**src/rtl/rx_byte_fifo_if.sv**
```systemverilog
// rx_byte_fifo_if -- the byte-buffer's bus signals.
//   Receiver side: rx_ready (uart_rx ready level) and rx_data.
//   Consumer side: out_valid/out_ready/out_data, which is a first-word-fall-through handshake.
//   Status: count (0..2^DEPTH_LOG2), sticky overflow, and clear_overflow.
// Modports:
//   master -- the environment: uart_rx plus the mux arbiter.
//   slave  -- the FIFO itself.
interface rx_byte_fifo_if #(
   parameter int DEPTH_LOG2 = 4
);
   logic                  rx_ready;
   logic [7:0]            rx_data;
   logic                  out_valid;
   logic                  out_ready;
   logic [7:0]            out_data;
   logic [DEPTH_LOG2:0]   count;
   logic                  overflow;
   logic                  clear_overflow;

   modport master (
      output rx_ready, rx_data, out_ready, clear_overflow,
      input  out_valid, out_data, count, overflow
   );

   modport slave (
      input  rx_ready, rx_data, out_ready, clear_overflow,
      output out_valid, out_data, count, overflow
   );
endinterface

```
**src/rtl/rx_byte_fifo.sv**
```systemverilog
// rx_byte_fifo -- byte buffer behind uart_rx in the console mux.
// A new byte is detected on each rising edge of the receiver's ready level.
// Each detected byte is pushed into a 2^DEPTH_LOG2-entry circular FIFO.
// Bytes are presented first-word-fall-through to the arbiter.
// Ports:
//   clk -- rising-edge clock.
//   rst -- asynchronous, active-high reset.
//   bus -- rx_byte_fifo_if.slave. Carries rx_ready/rx_data, out_valid/out_ready/out_data,
//          count, overflow and clear_overflow.
// Build option:
//   RX_FIFO_OVERWRITE_EN -- when defined, a push into a full FIFO (with no pop)
//   evicts the oldest byte. When undefined, the incoming byte is dropped.
//   In both cases overflow is set.
module rx_byte_fifo #(
   parameter int DEPTH_LOG2 = 4
) (
   input  logic           clk,
   input  logic           rst,
   rx_byte_fifo_if.slave  bus
);
   localparam int DEPTH = 1 << DEPTH_LOG2;
   localparam int PTR_W = DEPTH_LOG2 + 1;

   logic [7:0]       mem [DEPTH];
   logic [PTR_W-1:0] wr_ptr;
   logic [PTR_W-1:0] rd_ptr;
   logic             rx_ready_d;
   logic             overflow_q;

   logic push;
   logic pop;
   logic empty;
   logic full;
   logic wr_adv;
   logic rd_adv;
   logic ovf_set;

   // rx_ready_d comes out of reset high.
   // A level that is already high at release is therefore not seen as a new byte.
   assign push  = bus.rx_ready & ~rx_ready_d;
   assign empty = (wr_ptr == rd_ptr);
   assign full  = (wr_ptr[PTR_W-1] != rd_ptr[PTR_W-1]) &&
                  (wr_ptr[DEPTH_LOG2-1:0] == rd_ptr[DEPTH_LOG2-1:0]);
   assign pop   = ~empty & bus.out_ready;

   // A simultaneous pop frees a slot, so a full FIFO still accepts the push.
   assign ovf_set = push & full & ~pop;

`ifdef RX_FIFO_OVERWRITE_EN
   // The overflowing write lands in the oldest slot.
   // Advancing rd_ptr together with wr_ptr evicts that oldest byte.
   assign wr_adv = push;
   assign rd_adv = pop | ovf_set;
`else
   assign wr_adv = push & ~ovf_set;
   assign rd_adv = pop;
`endif

   assign bus.out_valid = ~empty;
   assign bus.out_data  = mem[rd_ptr[DEPTH_LOG2-1:0]];
   assign bus.count     = wr_ptr - rd_ptr;
   assign bus.overflow  = overflow_q;

   // Control state: pointers, edge detector, sticky flag.
   always_ff @(posedge clk or posedge rst) begin
      if (rst) begin
         wr_ptr     <= '0;
         rd_ptr     <= '0;
         rx_ready_d <= 1'b1;
         overflow_q <= 1'b0;
      end else begin
         rx_ready_d <= bus.rx_ready;
         if (wr_adv) wr_ptr <= wr_ptr + 1'b1;
         if (rd_adv) rd_ptr <= rd_ptr + 1'b1;
         if (ovf_set)
            overflow_q <= 1'b1;
         else if (bus.clear_overflow)
            overflow_q <= 1'b0;
      end
   end

   // Storage array: data only, not reset.
   always_ff @(posedge clk) begin
      if (wr_adv) mem[wr_ptr[DEPTH_LOG2-1:0]] <= bus.rx_data;
   end
endmodule

```
**src/flat_wrapper.sv**
```systemverilog
// flat-port wrapper written by rule: the top's interface ports become plain ports
module rx_byte_fifo_flat 
#(
   parameter int DEPTH_LOG2 = 4
)
  (clk, rst, bus_rx_ready, bus_rx_data, bus_out_ready, bus_clear_overflow, bus_out_valid, bus_out_data, bus_count, bus_overflow);
  rx_byte_fifo_if #(.DEPTH_LOG2(DEPTH_LOG2)) bus_i ();
  input  logic clk;
  input  logic rst;
  input wire logic [$bits(bus_i.rx_ready)-1:0] bus_rx_ready;
  input wire logic [$bits(bus_i.rx_data)-1:0] bus_rx_data;
  input wire logic [$bits(bus_i.out_ready)-1:0] bus_out_ready;
  input wire logic [$bits(bus_i.clear_overflow)-1:0] bus_clear_overflow;
  output wire logic [$bits(bus_i.out_valid)-1:0] bus_out_valid;
  output wire logic [$bits(bus_i.out_data)-1:0] bus_out_data;
  output wire logic [$bits(bus_i.count)-1:0] bus_count;
  output wire logic [$bits(bus_i.overflow)-1:0] bus_overflow;
  assign bus_i.rx_ready = bus_rx_ready;
  assign bus_i.rx_data = bus_rx_data;
  assign bus_i.out_ready = bus_out_ready;
  assign bus_i.clear_overflow = bus_clear_overflow;
  assign bus_out_valid = bus_i.out_valid;
  assign bus_out_data = bus_i.out_data;
  assign bus_count = bus_i.count;
  assign bus_overflow = bus_i.overflow;
  rx_byte_fifo #(.DEPTH_LOG2(DEPTH_LOG2)) u_core (.clk(clk), .rst(rst), .bus(bus_i));
endmodule
```
**config.mk**
```make
export PLATFORM = sky130hd
export DESIGN_NAME = rx_byte_fifo_flat
export DESIGN_NICKNAME = d
export VERILOG_FILES = /design/src/rtl/rx_byte_fifo_if.sv /design/src/rtl/rx_byte_fifo.sv /design/src/flat_wrapper.sv
export SDC_FILE = /design/constraint.sdc
export NUM_CORES = 1
export LEC_CHECK = 0
export BUFFER_PORTS_ARGS = -buffer_cell sky130_fd_sc_hd__buf_2
export CAP_MARGIN = 20
export CORE_MARGIN = 3
export CORE_UTILIZATION = 50
export CTS_CLUSTER_DIAMETER = 40
export DETAILED_ROUTE_END_ITERATION = 12
export PLACE_DENSITY_LB_ADDON = 0.1
export RECOVER_POWER = 25
export SLEW_MARGIN = 20
export SYNTH_ARGS = -nofsm -noshare
export SYNTH_HDL_FRONTEND = slang
export SYNTH_SLANG_ARGS = --single-unit
```
**constraint.sdc**
```tcl
create_clock -name clk -period 4.4 [get_ports clk]
set_clock_uncertainty 0.15 [all_clocks]
set_input_delay 0.88 -clock clk [delete_from_list [all_inputs] [get_ports clk]]
set_output_delay 0.88 -clock clk [all_outputs]
set_load 0.02 [all_outputs]
```
Word level (Yosys, flattened, before mapping)

Memory sizes are Yosys's and may differ from the RTL's.
Index checks and enable logic that the tools add are counted.

Bits in registers: 12
Bits in latches: 0
Bits in writable memories: 128
ROM bits: 0
Input bits: 13
Output and inout port bits: 15
Word-level logic and storage cells: 26
Memories: 1

Memory list:

| name       | depth | width | read ports | clocked after Yosys merged registers in | wr ports | RTL line           | RTL |
|---|---|---|---|---|---|---|---|
| u_core.mem | 16    | 8     | 1          | 0                                       | 1        | rx_byte_fifo.sv:24 | `logic [7:0] mem [DEPTH];` |

Add/sub/neg operators: 3
Multipliers: 0
Div/mod/pow operators: 0
Order comparisons: 0
Equality and inequality tests: 3
Shift-type cells: 0
Muxes and demuxes: 4
Bitwise operators: 9
Reduce and logical (&&, ||, !) cells: 2

Operators with widths:

| operator                                     | number |
|---|---|
| adder 5 x 1 -> 5 bit (second input constant) | 2 |
| bitwise AND 1 bit                            | 5 |
| == test 5 bit                                | 1 |
| subtractor 5 bit                             | 1 |
| == test 4 bit                                | 1 |
| 2-to-1 mux 1 bit                             | 4 |
| inverter 1 bit                               | 4 |
| nonzero test 2 bit                           | 1 |
| logical AND 1 bit                            | 1 |
| != test 1 bit                                | 1 |

Logic depth before layout (Yosys ltp)

Gate-level depths: netlist of the first run.

Depth in word-level cells: 9
Gate-level depth with buffers: 9

Worst setup path after synthesis of the first run

OpenSTA, ideal clock, no wires.

Path type: register -> register
Start point: register u_core.rd_ptr[2]
End point: memory u_core.mem[0][0], enable pin
Setup time: 383 ps
Arrival time: 2583 ps
Path slack: 1284 ps
Cell stages (with the launch flop): 10
Path buffers: 3
Period minus slack after synthesis: 3116 ps
Path through: dfrtp_1 > buf_2 > buf_2 > buf_2 > inv_1 > ha_1 > and4_4 > a31oi_2 > nand2_1 > nor3_1

Longest elaborated chain between the ends: 9
Elaborated cells between the ends (all ways): 12
Those cells by class: eq/ne (2); mux (2); bitwise (7); reduce/logical (1)

Ends and longest elaborated chain:

| what                                     | RTL line           | RTL |
|---|---|---|
| start: declaration                       | rx_byte_fifo.sv:26 | `logic [PTR_W-1:0] rd_ptr;` |
| start signal: assignment                 | rx_byte_fifo.sv:74 | `if (rd_adv) rd_ptr <= rd_ptr + 1'b1;` |
| == test 5 bit                            | rx_byte_fifo.sv:41 | `assign empty = (wr_ptr == rd_ptr);` |
| inverter 1 bit                           | rx_byte_fifo.sv:44 | `assign pop = ~empty & bus.out_ready;` |
| bitwise AND 1 bit                        | rx_byte_fifo.sv:44 |  |
| inverter 1 bit                           | rx_byte_fifo.sv:47 | `assign ovf_set = push & full & ~pop;` |
| bitwise AND 1 bit *                      | rx_byte_fifo.sv:47 |  |
| inverter 1 bit *                         | rx_byte_fifo.sv:55 | `assign wr_adv = push & ~ovf_set;` |
| bitwise AND 1 bit *                      | rx_byte_fifo.sv:55 |  |
| 2-to-1 mux 1 bit *                       | rx_byte_fifo.sv:84 | `if (wr_adv) mem[wr_ptr[DEPTH_LOG2-1:0]] <= bus.rx_data;` |
| 2-to-1 mux 1 bit (not written as such) * | rx_byte_fifo.sv:84 |  |
| end: declaration                         | rx_byte_fifo.sv:24 |  |

Mark *: on every way between the ends. The rest lies on a longest branch, timed or not.

Worst setup path in the final report of the first run

Start point: register u_core.rd_ptr[0]
End point: output port bus_out_data[3]

Longest elaborated chain between the ends: 1

Ends and longest elaborated chain:

| what                | RTL line           | RTL |
|---|---|---|
| memory (16 x 8 bit) | n/a                |  |
| end: declaration    | flat_wrapper.sv:15 | `output wire logic [$bits(bus_i.out_data)-1:0] bus_out_data;` |

Every way passes these cells.

==> results of run 1 <==
[power breakdown]
part           total (uW)  internal [uW]  switching [uW]  leakage, uW
clock network        1640           1120             520     0.000327
registers            1710           1560             144      0.00130
logic                1480            632             850     0.000733
[critical path, cell delays in order (launching register included)]
cell,delay (ns)
dfrtp_2,0.76
buf_12,0.31
mux4_2,0.55
mux2i_1,0.17
o21ai_0,0.16
buf_2,0.21
[layer usage]
| metal | share of wire | up-vias |
|---|---|---|
| met5 | 0 | - |
| met4 | 0.0098 | 0 |
| met3 | 0.032 | 12 |
| met2 | 0.50 | 54 |
| met1 | 0.46 | 1512 |
| li1 | - | 1303 |
[area by class of cell]
type | instances | area (um^2) | share of cell area
clock inverters | 11 | 241 | 0.0359
well taps | 140 | 175 | 0.0261
repair buffers | 42 | 253 | 0.0376
multi-input cells | 139 | 1430 | 0.213
clock buffers | 19 | 433 | 0.0644
inverters | 11 | 41.3 | 0.00614
flip-flops and latches | 140 | 4150 | 0.617
[flip-flops by register name, summed over array words and instances, names as in the netlist]
signal               flops
u_core.rx_ready_d        1
u_core.wr_ptr            5
u_core.mem             128
u_core.rd_ptr            5
u_core.bus.overflow      1
[cell families (layout without fill, tap and decap cells)]
family | count (synthesis) | in the layout | synth area share
buffers and inverters | 26 | 83 | 0.0268
DFF | 140 | 140 | 0.723
xor gates and xnor gates | 13 | 13 | 0.0199
adders and majority gates | 10 | 10 | 0.0231
and+or+nand+nor | 34 | 34 | 0.0293
muxes | 48 | 48 | 0.138
AOI/OAI and AO/OA | 34 | 34 | 0.0402
[stage by stage]
stage          power, uW  instances  setup slack [ns]  hold WS, ns
6_report            4830        502             0.794        0.343
2_1_floorplan       2850        305              1.28        0.348
3_5_place_dp        3230        472              1.19        0.374
5_1_grt             5060        502             0.657        0.392
4_1_cts             4870        502             0.750        0.353
3_3_place_gp        3220        472              1.19        0.362
[cell usage after synthesis (4+ instances only)]
master,number
edfxtp_1,128
mux2i_1,24
mux4_2,22
o21ai_1,12
dfrtp_1,11
nor2_1,11
inv_1,10
ha_1,9
xnor2_1,9
nand2_1,8
a221oi_1,7
o21ai_0,6
buf_2,5
nor3_1,4
xor2_1,4
[worst paths after layout]
check / startpoint / end / slack, ns / cells after the start
setup / recovery: u_core.rd_ptr[0] / bus_out_data[3] / 0.79 / 5
hold / removal: rst / u_core.rd_ptr[4] / 0.34 / 2
max in group asynchronous: rst / u_core.rd_ptr[0] / 3.39 / 2
hold reg to reg: u_core.bus.overflow / u_core.bus.overflow / 0.38 / 2
setup reg to reg: u_core.rd_ptr[3] / u_core.mem[7][4] / 1.28 / 5
min in group clk: u_core.bus.overflow / u_core.bus.overflow / 0.38 / 2
==> flow_summary.json, run 1 <==
{
  "status": "finished, final reports clean",
  "syn_area_per_cell_um2": 18.8,
  "worstMarginPinSlew_ns": 0.811,
  "drtIter0Drc": 235,
  "clk_latency_ns": 0.40,
  "placed_area_um2": 6060,
  "drive_gt1_frac": 0.260,
  "use_met3": 0.0385,
  "drc": 0,
  "ys_top_cells_by_area": "edfxtp_1 (67%), mux4_2 (8.6%), dfrtp_1 (4.8%)",
  "postRouteAntennaNets": 0,
  "fin_crit_sh": 0.820,
  "syn_nets": 328,
  "die_y_um": 113,
  "die-area_um2": 12800,
  "htree_levels": 4,
  "clock-root-buffer": "clkbuf_16",
  "syn_area_um2": 5730,
  "grt.busiest_layer": "met2",
  "leakagePower_uw": 0.00236,
  "crit_type": "reg2out",
  "finalSetupTns_ns": 0,
  "routed_via_density": 5.74,
  "maxCapViolCount": 0,
  "grt_max_degree": 26,
  "cts_tree": "yes",
  "core_area_um2": 11000,
  "grtUsageMet1": 0.260,
  "max-slew-margin-rel": 0.457,
  "clock_sinks": 140,
  "synth_edf_count": 128,
  "yosysSeqAreaShare": 0.723,
  "postCtsHoldBufs": 0,
  "synth_area_leader_cell": "edfxtp_1",
  "cts_buffer_depth": 2,
  "cp_data_required_time_ns": 3.37,
  "grt_pass1_vias": 2983,
  "yosysUniqueCellTypes": 38,
  "setup-violations-final": 0,
  "crit_arrival_ns": 2.58,
  "grt.overflow.total": 0,
  "fill_cells": 809,
  "layout_commonest_cell": "edfxtp_1",
  "hold_path_class": "in2async",
  "place.gp.congestion": 0.811,
  "initial_core_util": 0.520,
  "area_growth_pct": 17.3,
  "ir_worst_vdd_mv": 0.379,
  "finalCriticalPeriod_ns": 3.61,
  "ios": 28,
  "fin_area_um2": 6720,
  "dr_total_vias": 2881,
  "crit_path_max_fanout": 25,
  "port_buffers": 27,
  "rows": 38,
  "clkTransAtPathRegs_ns": 0.06,
  "rsz0062_at_grt": "false",
  "place_hpwl_um": 7070,
  "yosys_warnings": 0,
  "met2_usage": 0.295,
  "cts_resized": 0,
  "hold_viol_final": 0,
  "slew_viol_final": 0,
  "cts_setup_buffers": 0,
  "final_nets": 374,
  "grt_pass1_wl_um": 17500,
  "start_kind": "flip-flop",
  "fmax_ghz": 0.277,
  "synthFlopType": "edfxtp_1",
  "end_kind": "output pin",
  "diodes": 0,
  "synth_top_area_frac": 0.671,
  "utilization": 0.609,
  "p_per_area_nw_per_um2": 718,
  "grtUsageTotal": 0.185,
  "async_reset_ff_frac": 0.0857,
  "die_w_um": 113,
  "synth-seq-cells": 140,
  "final_cell_mix": "edfxtp_1 (128), mux2i_1 (24), mux4_2 (22)",
  "syn_inst": 305,
  "drt_wl_total_um": 11000,
  "antenna_found_initial": 0,
  "cts_buffers": 17,
  "routedWlPerCell_um": 22.0,
  "firstDrtPassIters": 5
}
No activity file was read; power rests on OpenSTA's default activity.
==> inputs of run 2 (changes only) <==
clock period = 3.55 ns   (was 4.4 ns; I/O delays follow)
==> run 2 against run 1 <==
Compared with the run above: global-route usage rose by 0.39 points; die area stayed put; largest power group unchanged; design area increased by 0.26%; sequential share of layout area fell by 0.16 points.
==> flow_summary.json, run 2 (synthesis results as in run 1) <==
{
  "status": "finished, final reports clean",
  "cts_buffer_depth": 2,
  "crit_path_max_fanout": 13,
  "grtUsageTotal": 0.189,
  "clk_latency_ns": 0.40,
  "clkTransAtPathRegs_ns": 0.06,
  "drc": 0,
  "ios": 28,
  "initial_core_util": 0.520,
  "grt_pass1_wl_um": 17200,
  "final_cell_mix": "edfxtp_1 (128), mux2i_1 (24), mux4_2 (22), buf_4 (22), buf_2 (21)",
  "max-slew-margin-rel": 0.505,
  "clock-root-buffer": "clkbuf_16",
  "postRouteAntennaNets": 0,
  "antenna_found_initial": 0,
  "routed_via_density": 5.61,
  "hold_slack_ns": 0.157,
  "fill_cells": 806,
  "grt_max_degree": 19,
  "setup-violations-final": 0,
  "hold_path_class": "in2async",
  "finalSetupTns_ns": 0,
  "r2r_start": "u_core.rd_ptr[3]",
  "place.gp.congestion": 0.747,
  "layout_commonest_cell": "edfxtp_1",
  "regArea_um2": 4150,
  "cp_data_required_time_ns": 2.69,
  "dr_total_vias": 2860,
  "cts_setup_buffers": 0,
  "diodes": 0,
  "postCtsHoldBufs": 0,
  "worstMarginPinSlew_ns": 0.741,
  "routedWlPerCell_um": 21.7,
  "fmax_ghz": 0.311,
  "area_growth_pct": 17.6,
  "critPathLaunch": "u_core.rd_ptr[0]",
  "drt_wl_total_um": 11000,
  "largest_reg_flops": 128,
  "ir_worst_vdd_mv": 0.388,
  "drive_gt1_frac": 0.270,
  "drtIter0Drc": 220,
  "leakagePower_uw": 0.00238,
  "crit_type": "reg2out",
  "fin_crit_sh": 0.906,
  "hold_viol_final": 0,
  "firstDrtPassIters": 4,
  "cts_resized": 0,
  "rows": 38,
  "htree_levels": 4,
  "clock_sinks": 140,
  "start_kind": "flip-flop",
  "cts_tree": "yes",
  "rsz0062_at_grt": "false",
  "grt.overflow.total": 0,
  "die_y_um": 113,
  "die-area_um2": 12800,
  "end_kind": "output pin",
  "utilization": 0.611,
  "maxCapViolCount": 0,
  "p_per_area_nw_per_um2": 876,
  "cts_buffers": 17,
  "finalCriticalPeriod_ns": 3.22,
  "port_buffers": 27,
  "crit_arrival_ns": 2.36,
  "slew_viol_final": 0,
  "grt_pass1_vias": 2970,
  "place_hpwl_um": 7330,
  "core_area_um2": 11000,
  "final_nets": 381,
  "die_w_um": 113,
  "multi_input_area_um2": 1430
}
[run 2: layout make-up]
type	instances	area share
clock buffer	18	0.0637
clock inverter	13	0.0330
inverter	11	0.00613
multi-input combinational	139	0.213
sequential	140	0.615
tap	140	0.0260
timing repair buffer	49	0.0434
[run 2: through the flow]
| step | setup slack, ns | total power, uW | area [um^2] | std cells |
|---|---|---|---|---|
| 2_1_floorplan | 0.434 | 3530 | 5730 | 305 |
| 3_3_place_gp | 0.704 | 4020 | 6100 | 479 |
| 3_5_place_dp | 0.622 | 4030 | 6100 | 479 |
| 4_1_cts | 0.277 | 5990 | 6750 | 510 |
| 5_1_grt | 0.153 | 6220 | 6740 | 510 |
| 6_report | 0.334 | 5910 | 6740 | 510 |
[run 2: routing by layer]
| layer | wire length (um) | vias up | GRT usage | share of wire |
|---|---|---|---|---|
| li1 | - | 1315 | - | - |
| met1 | 4790 | 1452 | 0.263 | 0.43 |
| met2 | 5390 | 86 | 0.292 | 0.49 |
| met3 | 763 | 7 | 0.0556 | 0.069 |
| met4 | 107 | 0 | 0.0569 | 0.0097 |
| met5 | 0 | - | 0 | 0 |
[run 2: worst max-delay path: stages, from the launching register on]
cell and delay [ns]:
dfrtp_2 0.37, buf_4 0.27, ha_1 0.19, inv_1 0.06
fa_1 0.40, a21o_1 0.19, a21oi_1 0.17, xnor2_1 0.13
buf_2 0.18
[run 2: path summary, 6_finish.rpt]
check	to	slack (ns)	cells after the start
max	bus_count[4]	0.33	8
min reg2reg	u_core.bus.overflow	0.37	2
max reg2reg	u_core.mem[11][4]	0.58	6
max in group asynchronous	u_core.rd_ptr[0]	2.74	2
min in group clk	u_core.rx_ready_d	0.25	1
min	u_core.rd_ptr[4]	0.16	2
[run 2: report_power, final]
group	internal, uW	switching (uW)	total (uW)
combinational	793	1110	1900
clock	1310	631	1940
sequential	1940	128	2070
